[config.mk]
export PLATFORM = sky130hd
export DESIGN_NAME = seven_seg_display
export DESIGN_NICKNAME = d
export VERILOG_FILES = /design/src/rtl/seven_seg_display.sv
export SDC_FILE = /design/constraint.sdc
export NUM_CORES = 1
export LEC_CHECK = 0
export CELL_PAD_IN_SITES_DETAIL_PLACEMENT = 1
export CELL_PAD_IN_SITES_GLOBAL_PLACEMENT = 1
export CORE_MARGIN = 2
export CORE_UTILIZATION = 52
export CTS_BUF_LIST = sky130_fd_sc_hd__clkbuf_8
export DETAILED_ROUTE_END_ITERATION = 6
export PLACE_DENSITY = 0.95
export SYNTH_ARGS = -nofsm -noshare
export SYNTH_HDL_FRONTEND = slang
export SYNTH_SLANG_ARGS = --single-unit
[constraint.sdc]
create_clock -name clk_i -period 5.7 [get_ports clk_i]
set_input_delay 1.14 -clock clk_i [delete_from_list [all_inputs] [get_ports clk_i]]
set_output_delay 1.14 -clock clk_i [all_outputs]
set_load 0.005 [all_outputs]
[src/rtl/seven_seg_display.sv]
// Multiplexed hex seven-segment display controller: shifts strobed nibbles into a
// digit store and time-multiplexes them onto active-low anode/segment lines.
module seven_seg_display #(
  parameter int DIGITS      = 8,
  parameter int REFRESH_DIV = 100000
) (
  input  logic              clk_i,
  input  logic              rst_i,
  input  logic [3:0]        nibble_i,
  input  logic              nibble_valid_i,
  input  logic              clear_i,
  input  logic              blank_leading_i,
  output logic [DIGITS-1:0] an_o,
  output logic [6:0]        seg_o,
  output logic              dp_o
);

  localparam int PW = (REFRESH_DIV > 1) ? $clog2(REFRESH_DIV) : 1;
  localparam int IW = (DIGITS > 1) ? $clog2(DIGITS) : 1;
  localparam int CW = $clog2(DIGITS + 1);

  localparam logic [PW-1:0] P_LAST   = PW'(REFRESH_DIV - 1);
  localparam logic [IW-1:0] IDX_LAST = IW'(DIGITS - 1);
  localparam logic [CW-1:0] CNT_FULL = CW'(DIGITS);

  typedef enum logic [1:0] {
    SLOT_DEAD,
    SLOT_DRIVE,
    SLOT_BLANK
  } slot_t;

  logic [3:0]        digit [DIGITS];
  logic [CW-1:0]     cnt;
  logic              ovf;

  logic [PW-1:0]     p, p_nxt;
  logic [IW-1:0]     idx, idx_nxt;
  slot_t             slot;

  logic [DIGITS-1:0] an_nxt;
  logic [6:0]        seg_nxt;
  logic              dp_nxt;

  function automatic logic [6:0] decode(input logic [3:0] v);
    logic [6:0] s;
    case (v)
      4'h0:    s = 7'h40;
      4'h1:    s = 7'h79;
      4'h2:    s = 7'h24;
      4'h3:    s = 7'h30;
      4'h4:    s = 7'h19;
      4'h5:    s = 7'h12;
      4'h6:    s = 7'h02;
      4'h7:    s = 7'h78;
      4'h8:    s = 7'h00;
      4'h9:    s = 7'h10;
      4'hA:    s = 7'h08;
      4'hB:    s = 7'h03;
      4'hC:    s = 7'h46;
      4'hD:    s = 7'h21;
      4'hE:    s = 7'h06;
      default: s = 7'h0E;
    endcase
    return s;
  endfunction

  // Digit store, fill count and overflow; clear beats a coincident strobe.
  always_ff @(posedge clk_i) begin
    if (rst_i || clear_i) begin
      for (int unsigned k = 0; k < DIGITS; k++) begin
        digit[k] <= '0;
      end
      cnt <= '0;
      ovf <= 1'b0;
    end else if (nibble_valid_i) begin
      for (int unsigned k = 1; k < DIGITS; k++) begin
        digit[k] <= digit[k-1];
      end
      digit[0] <= nibble_i;
      if (cnt == CNT_FULL) begin
        ovf <= 1'b1;
      end else begin
        cnt <= cnt + 1'b1;
      end
    end
  end

  // Scan position: prescaler and digit index, unaffected by clear.
  always_ff @(posedge clk_i) begin
    if (rst_i) begin
      p   <= '0;
      idx <= '0;
    end else begin
      p   <= p_nxt;
      idx <= idx_nxt;
    end
  end

  always_comb begin
    p_nxt   = p + 1'b1;
    idx_nxt = idx;
    if (p == P_LAST) begin
      p_nxt   = '0;
      idx_nxt = (idx == IDX_LAST) ? '0 : idx + 1'b1;
    end
  end

  always_comb begin
    slot = SLOT_DRIVE;
    if (p == '0) begin
      slot = SLOT_DEAD;
    end else if (blank_leading_i && (idx != '0) && (CW'(idx) >= cnt)) begin
      slot = SLOT_BLANK;
    end
  end

  always_comb begin
    an_nxt  = '1;
    seg_nxt = 7'h7F;
    dp_nxt  = 1'b1;
    if (slot == SLOT_DRIVE) begin
      an_nxt  = ~(DIGITS'(1) << idx);
      seg_nxt = decode(digit[idx]);
      dp_nxt  = ~((idx == IDX_LAST) && ovf);
    end
  end

  always_ff @(posedge clk_i) begin
    if (rst_i) begin
      an_o  <= '1;
      seg_o <= 7'h7F;
      dp_o  <= 1'b1;
    end else begin
      an_o  <= an_nxt;
      seg_o <= seg_nxt;
      dp_o  <= dp_nxt;
    end
  end

endmodule
==> Yosys cells after proc, flatten, opt, wreduce, memory -nomap -nowiden <==
Memory sizes are Yosys's and may differ from the RTL's. A register that Yosys moved wholly into a read port is not among the register bits.
Index checks and enable logic that the tools add are counted.
{ "word_totals": {"ff_bits": 34, "elab_cells": 57, "ramBits": 32, "out_inout_bits": 16, "rom_bits": 112, "latchBits": 0, "inputBits": 9, "n_memories": 2} }
{ "mem_list": {"columns": ["memory", "words", "word_bits", "rd", "rd_ports_with_merged_regs", "write_ports", "line", "rtl"], "rows": [
  ["(name not given)", 16, 7, 1, 1, 0, "46", "case (v)"],
  ["digit", 8, 4, 8, 1, 8, "32", "logic [3:0] digit [DIGITS];"]
]} }
{ "op_classes": {"n_shift": 1, "add_sub_neg": 3, "n_reduce_logical": 10, "n_mul": 0, "bitwise_logic": 12, "order_cmp": 1, "mux": 18, "n_div": 0, "eq_ne": 4} }
{ "ops": {"columns": ["op", "n"], "rows": [
  ["2-to-1 mux 4 bit", 8],
  ["adder 17 x 1 -> 17 bit, second input constant", 1],
  ["== test 17 bit, second input constant", 1],
  ["logical NOT 17 bit", 1],
  ["2-to-1 mux 3 bit", 3],
  ["inverter 8 bit", 1],
  ["OR 1 bit", 8],
  ["left shift 1 x 3 -> 8 bit, first input constant", 1],
  ["2-to-1 mux 1 bit", 5],
  ["adder 4 x 1 -> 4 bit, second input constant", 1],
  ["== test 4 bit, second input constant", 1],
  [">= comparator 3 x 4 -> 1 bit", 1],
  ["2-to-1 mux 2 bit", 2],
  ["AND reduction 2 bit", 2],
  ["OR reduction 2 bit", 2],
  ["adder 3 x 1 -> 3 bit, second input constant", 1],
  ["== test 3 bit, second input constant", 1],
  ["logical AND 1 bit", 3],
  ["inverter 1 bit", 3],
  ["nonzero test 3 bit", 1],
  ["== test 2 x 1 -> 1 bit, second input constant", 1],
  ["logical OR 1 bit", 1]
]} }

==> Depth between registers and ports, before layout <==
Gate-level depths: netlist (run 1).
{ "depth": {"word_depth": 8, "mapped_depth": 9, "mapped_depth_nobuf": 8} }

==> Worst setup path before layout (run 1) <==
Ideal clock, no wire load.
{ "synth_path": {"path_type": "input port to flip-flop", "start": "in nibble_valid_i", "end": "mem digit[0][0], enable pin", "path_buffers": 1, "path_stages": 2, "arrival_ns": 2.064, "slack_ns": 3.255, "path_cell_list": "clkbuf_1 -> or3_1"} }
{ "synth_rtl": {"columns": ["item", "line", "rtl"], "rows": [
  ["start, declared", "10", "input logic nibble_valid_i,"],
  ["end, declared", "32", null]
]} }

==> results.md, run 1 <==
* Ranking of synthesized cells by area: dfxtp_1, edfxtp_1, ha_1
* Core region area at 6350 µm²
* First-pass GRT wire length at 13000 µm
* Congestion Overflow GR at 0
* Fin util at 62.2%
* Worst path max stage delay at 860 ps
* Power Dens Cells at 300 nW/µm²
* Number of diodes at 0
* WL final at 7730 µm
* GPL Wtd Cong at 0.776
* Hold/Removal Path Class: reg2reg
* Ratio of cells with drive above 1 in the final layout at 8.79%
* Post-CTS sizing at 0
* Switching power at 0.000259 W
* Sum Neg Setup Slack at 0 ps
* Cell depth of the worst flop-to-flop path at 8
* Cell count after placement at 391
* Main synth FF type: dfxtp_1
* Post-Syn Area at 3430 µm²
* Initial antenna violation count at 0
* Worst-Margin Slew at 1120 ps
* Clock power share at 44.3%
* Max Root-Sink Buffers at 2
* Max-capacitance violation count at 0
* Instance count on the critical path at 3
* Synth async-reset ratio at 0%
* Final min period at 2850 ps
* Vias at 2350
* DIE HEIGHT at 85.2 µm
* Final Hold Fails at 0
* Root buf cell: clkbuf_8
* Vias in the first global route at 2521
* Critical-path cell list: clkdlybuf4s50_1 -> buf_4 -> or3_1
* H-Tree Depth at 3
* Worst-path fanout max at 37
* Drt initial violations at 109
* Status: completed
* Synth cell types at 44
* Hold buffer count at CTS at 0
* Setup Skew at 10.0 ps
* Setup-failing EPs final at 0
* Overall Power at 0.00119 W
* Gate power share at 6.6%
* Routed len/inst at 19.0 µm
* Initial Util at 54.0%
* Setup Crit Path Kind: in2reg
* CP startpoint kind: input pin
* ANT nets after route at 0
* Layout Cells excl Fill at 407
* DRC at 0
* VDD IR-drop max at 0.000176 V
* Worst EP required at 5670 ps
* Clock latency at the later pin of the worst-skew pair at 350 ps
* R2R Path End: seg_o[3]
* IO buf count at 24
* Final #Nets at 353
* CTS Buf Count at 9
* Vias per cell at 5.77
* Mapped Avg Cell Area at 11.3 µm²
* Leak pwr at 1.65 nW
* Clk pin slew, worst setup/hold paths at 80 ps
* Row count at 29
* GR Util All Layers at 23.4%
* Largest net degree at the start of global routing at 38
* Flop2flop setup slack at 3040 ps
* Max Clock Freq at 351 MHz
* Post-synth EDFFs at 24
* CTS tree: yes
* Post-synthesis sequential area ratio at 51.4%
* Critical path's top delay family: simple AND/OR/NAND/NOR gates
* Flops & latches, synth at 76
* Clock Sinks at 76
* DRT Pass-1 Iters at 4
* YS warnings at 0
* P_int at 0.000927 W
* Critical Path Slowest Stage Cell: or3_1
* Critical path launch point: nibble_valid_i
* Die X at 85.2 µm
* Sequential Power Share at 49.1%
* Postcts setup bufs at 0
* Tcrit/Tclk final at 50.0%
* Detailed Place HPWL at 5240 µm
* Die ar. at 7260 µm²
* Post-Synthesis Net Count at 332
* Worst slew margin at 25.1%
* Top-area cell type share of the netlist area at 30.4%
* Post-Synthesis Cells at 304
* Area Growth Syn to Fin at 15.3%
* Unrepaired setup endpoints after global routing: false
* Area leader, netlist: dfxtp_1
* I/O pin cnt at 25
* Worst Setup EP: digit[5][3]
* WP buf/inv at 2
* Slew Limit Fails at 0
* Arrival time at the worst endpoint at 2830 ps
* Crit end category: flip-flop
* Sw frac at 21.8%
==> power by group through the flow <==
stage	Sequential (W)	Clock [W]	Combinational, W
floorplan	0.000592	0	0.0000488
global placement	0.000594	0	0.0000729
detailed placement	0.000595	0	0.0000776
CTS	0.000583	0.000533	0.0000790
global route	0.000585	0.000552	0.0000872
finish	0.000583	0.000525	0.0000782
==> registers in the layout (all words and copies together), names as in the netlist, named ones only <==
signal  cells
p          17
an_o        8
seg_o       7
dp_o        1
cnt         4
ovf         1
digit      32
idx         3
==> routing by layer <==
metal | up-vias | GRT usage (%) | routed length (µm)
met3 | 19 | 4.09 | 219
met2 | 44 | 39.6 | 3930
met1 | 1162 | 28.8 | 3370
met5 | - | 0 | 0
met4 | 0 | 11.8 | 218
li1 | 1125 | - | -
==> cell usage after synthesis (all sizes together), types with 6 or more instances <==
master  instances
and3           28
clkbuf         11
dfxtp          52
edfxtp         24
ha             19
inv            14
mux2i          16
mux4            8
nand2          13
nand3          13
nand4           7
nor2           37
xnor2           6
xor2           11
==> placed cells by master (no fill, tap or decap), types with 6 or more instances in the layout <==
| cell type | count |
|---|---|
| nor2_1 | 37 |
| edfxtp_1 | 24 |
| nand4_1 | 7 |
| xor2_1 | 11 |
| clkdlybuf4s50_1 | 24 |
| and3_1 | 28 |
| nand3_1 | 12 |
| mux2i_1 | 14 |
| nand2_1 | 13 |
| inv_1 | 14 |
| ha_1 | 19 |
| dfxtp_1 | 52 |
| xnor2_1 | 6 |
| clkbuf_8 | 11 |
==> layout make-up <==
type / count / area (µm²)
repair buffers: 25 / 248
fillers: 670 / 2400
multi-input cells: 199 / 1540
clock buffers: 11 / 151
inverters: 14 / 52.6
clock inverters: 5 / 106
flip-flops and latches: 76 / 1760
well taps: 77 / 96.3
==> worst min-delay path by stage <==
stage / to / slack [ps] / cells after the start / start
2_1_floorplan: dp_o / 370 / 1 / ovf
3_3_place_gp: dp_o / 380 / 1 / ovf
3_5_place_dp: dp_o / 400 / 1 / ovf
4_1_cts: dp_o / 450 / 1 / ovf
5_1_grt: dp_o / 480 / 1 / ovf
6_report: dp_o / 450 / 1 / ovf
==> metrics by stage <==
stage	cell area, µm²	setup WS [ps]	hold slack, ps
after floorplan	3430	3250	368
after global placement	3690	2600	378
after detailed placement	3690	2470	401
after CTS	3950	2850	454
after global routing	3950	2740	484
final	3950	2850	454
==> cells by family after synthesis <==
kind of cell	Yosys count	share of synthesized area, %
AOI/OAI and AO/OA	18	3.58
xor gates and xnor gates	17	4.34
adders and majority gates	19	6.94
buffers and inverters	29	3.76
DFF	76	51.4
muxes	28	12.3
and+or+nand+nor	117	17.7
Note: power is estimated with default switching activity, not from simulation.
==> run 2, diff against run 1 <==
CORE_UTILIZATION = 49   (was 52)
PLACE_DENSITY = 0.92   (was 0.95)
clock period = 2.8 ns   (was 5.7 ns; I/O delays follow)
==> run 2 against run 1 <==
  * Sequential cell count is the same
  * Hold slack worse by 39 ps
  * Core utilization is 3.7 points lower
==> results.md, run 2 (synthesis results as in run 1) <==
* Setup-failing EPs final at 0 (unchanged)
* Most common cell after layout, fill and taps aside: dfxtp_1
* Max Clock Freq at 386 MHz
* First-pass GRT wire length at 12600 µm (-3.1%)
* Status: completed
* CTS Buf Count at 9 (unchanged)
* Sequential Power Share at 49.6% (+0.5 points)
* Slew Limit Fails at 0 (unchanged)
* Cell count after placement at 412 (+5.4%)
* IO buf count at 24 (unchanged)
* Switching power at 0.000552 W (+110%)
* Arrival time at the worst endpoint at 2890 ps (+60 ps)
* Setup Skew at 7.16 ps (-2.89 ps)
* Power Dens Cells at 602 nW/µm² (+100%)
* Register area at 1760 µm² (unchanged)
* Tcrit/Tclk final at 92.6%
* Clk pin slew, worst setup/hold paths at 80 ps (about the same)
* Layout Cells excl Fill at 428 (+5.2%)
* ANT nets after route at 0 (unchanged)
* P_int at 0.00184 W (+99%)
* Initial Util at 50.4% (-3.5 points)
* Area Growth Syn to Fin at 16.1%
* Largest regs: digit: 32 flops, p: 17 flops, an_o: 8 flops
* Most frequent cells in the layout: dfxtp_1, nor2_1, and3_1
* Number of diodes at 0 (unchanged)
* Final min period at 2590 ps
* Leak pwr at 1.66 nW (+0.20%)
* CTS tree: yes
* Worst EP required at 3100 ps (-2570 ps)
* Hold buffer count at CTS at 0 (unchanged)
* GR Util All Layers at 21.8% (-1.7 points)
* Die X at 87.6 µm (+2.9%)
* Worst slew margin at 22.0% (-3.1 points)
* WL final at 7580 µm (-2.0%)
* Clock latency at the later pin of the worst-skew pair at 370 ps (+20 ps)
* H-Tree Depth at 3 (unchanged)
* Worst-Margin Slew at 1170 ps (+46.7 ps)
* Setup Crit Path Kind: reg2reg
* GPL Wtd Cong at 0.791 (+1.8%)
* Final Hold Fails at 0 (unchanged)
* Ratio of cells with drive above 1 in the final layout at 9.34% (+0.55 points)
* Row count at 30 (+3.4%)
* Place WS at 254 ps (-2210 ps)
* Area occupied by multi-input gates at 1540 µm² (unchanged)
* Postcts setup bufs at 0 (unchanged)
* Die ar. at 7680 µm² (+5.8%)
* Worst-path fanout max at 8 (-78%)
* Post-CTS sizing at 0 (unchanged)
* Hold/Removal Path Class: reg2reg
* Clock power share at 43.6% (-0.7 points)
* Final #Nets at 355 (+0.57%)
* Fill cells at 701 (+4.6%)
* I/O pin cnt at 25 (unchanged)
* DIE HEIGHT at 87.6 µm (+2.9%)
* Most flops, register: digit
* Gate power share at 6.8% (+0.2 points)
* Vias in the first global route at 2458 (-2.5%)
* Vias per cell at 5.54 (-4.0%)
* VDD IR-drop max at 0.000434 V (+150%)
* Worst setup margin at 208 ps (-2640 ps)
* Detailed Place HPWL at 4860 µm (-7.3%)
* DRC at 0 (unchanged)
* Root buf cell: clkbuf_8
* Max FFs per register at 32 (unchanged)
* DRT Pass-1 Iters at 4 (unchanged)
* Core region area at 6790 µm² (+7.0%)
* Unrepaired setup endpoints after global routing: false
* Largest net degree at the start of global routing at 37 (-2.6%)
* Clock Sinks at 76 (unchanged)
* Sw frac at 23.0% (+1.2 points)
* Congestion Overflow GR at 0 (unchanged)
* Drt initial violations at 122 (+12%)
* Routed len/inst at 17.7 µm (-6.8%)
* Crit end category: flip-flop
* Sum Neg Setup Slack at 0 ps (unchanged)
* Max Root-Sink Buffers at 2 (unchanged)
* CP startpoint kind: flip-flop
* Max-capacitance violation count at 0 (unchanged)
* Vias at 2373 (+0.98%)
* Initial antenna violation count at 0 (unchanged)
==> run 2: cell count changes in the layout (fill, tap and decap cells not counted) <==
cell      delta
clkbuf_8     -2
inv_4        +1
buf_4        +2
inv_6        +1
==> run 2: final timing paths <==
kind,start,endpoint,slack (ps),cells after the start
setup / recovery,flip-flop,seg_o[3],210,8
hold reg to reg,ovf,dp_o,420,1
setup reg to reg,flip-flop,seg_o[3],210,8
hold / removal,ovf,dp_o,420,1
==> run 2: stage by stage <==
stage	total power, W	hold WS [ps]	instance area, µm²	utilization (%)
floorplan	0.00131	368	3430	-
global placement	0.00136	394	3730	55.0
detailed placement	0.00137	391	3730	55.0
CTS	0.00241	417	3980	58.6
global route	0.00247	433	3980	58.6
finish	0.00240	415	3980	58.6
==> run 2: critical path, stage by stage (launching register included) <==
cell,delay (ps)
dfxtp_1,610
mux4_1,640
mux2_2,320
inv_1,190
ha_1,270
inv_1,80
mux2i_1,70
mux2_2,260
nand2_1,70
==> run 2: power by group through the flow <==
| stage | clock [W] | combinational [W] | sequential [W] |
|---|---|---|---|
| floorplan | 0 | 0.0000994 | 0.00121 |
| global placement | 0 | 0.000151 | 0.00121 |
| detailed placement | 0 | 0.000160 | 0.00121 |
| CTS | 0.00106 | 0.000163 | 0.00119 |
| global route | 0.00110 | 0.000180 | 0.00119 |
| finish | 0.00105 | 0.000163 | 0.00119 |
==> run 2: routing by layer <==
metal	vias up	GRT usage (%)	wire length, µm	share of wire, %
met2	39	36.3	3780	50
li1	1123	-	-	-
met3	12	3.96	162	2.1
met4	0	9.23	143	1.9
met1	1199	27.8	3500	46
met5	-	0	0	0
==> run 2: layout make-up <==
| cell class | instances | area share (%) |
|---|---|---|
| sequential | 76 | 44.3 |
| clock inverter | 7 | 3.05 |
| tap | 96 | 3.02 |
| multi-input combinational | 199 | 38.6 |
| clock buffer | 9 | 3.11 |
| inverter | 14 | 1.32 |
| timing repair buffer | 27 | 6.60 |
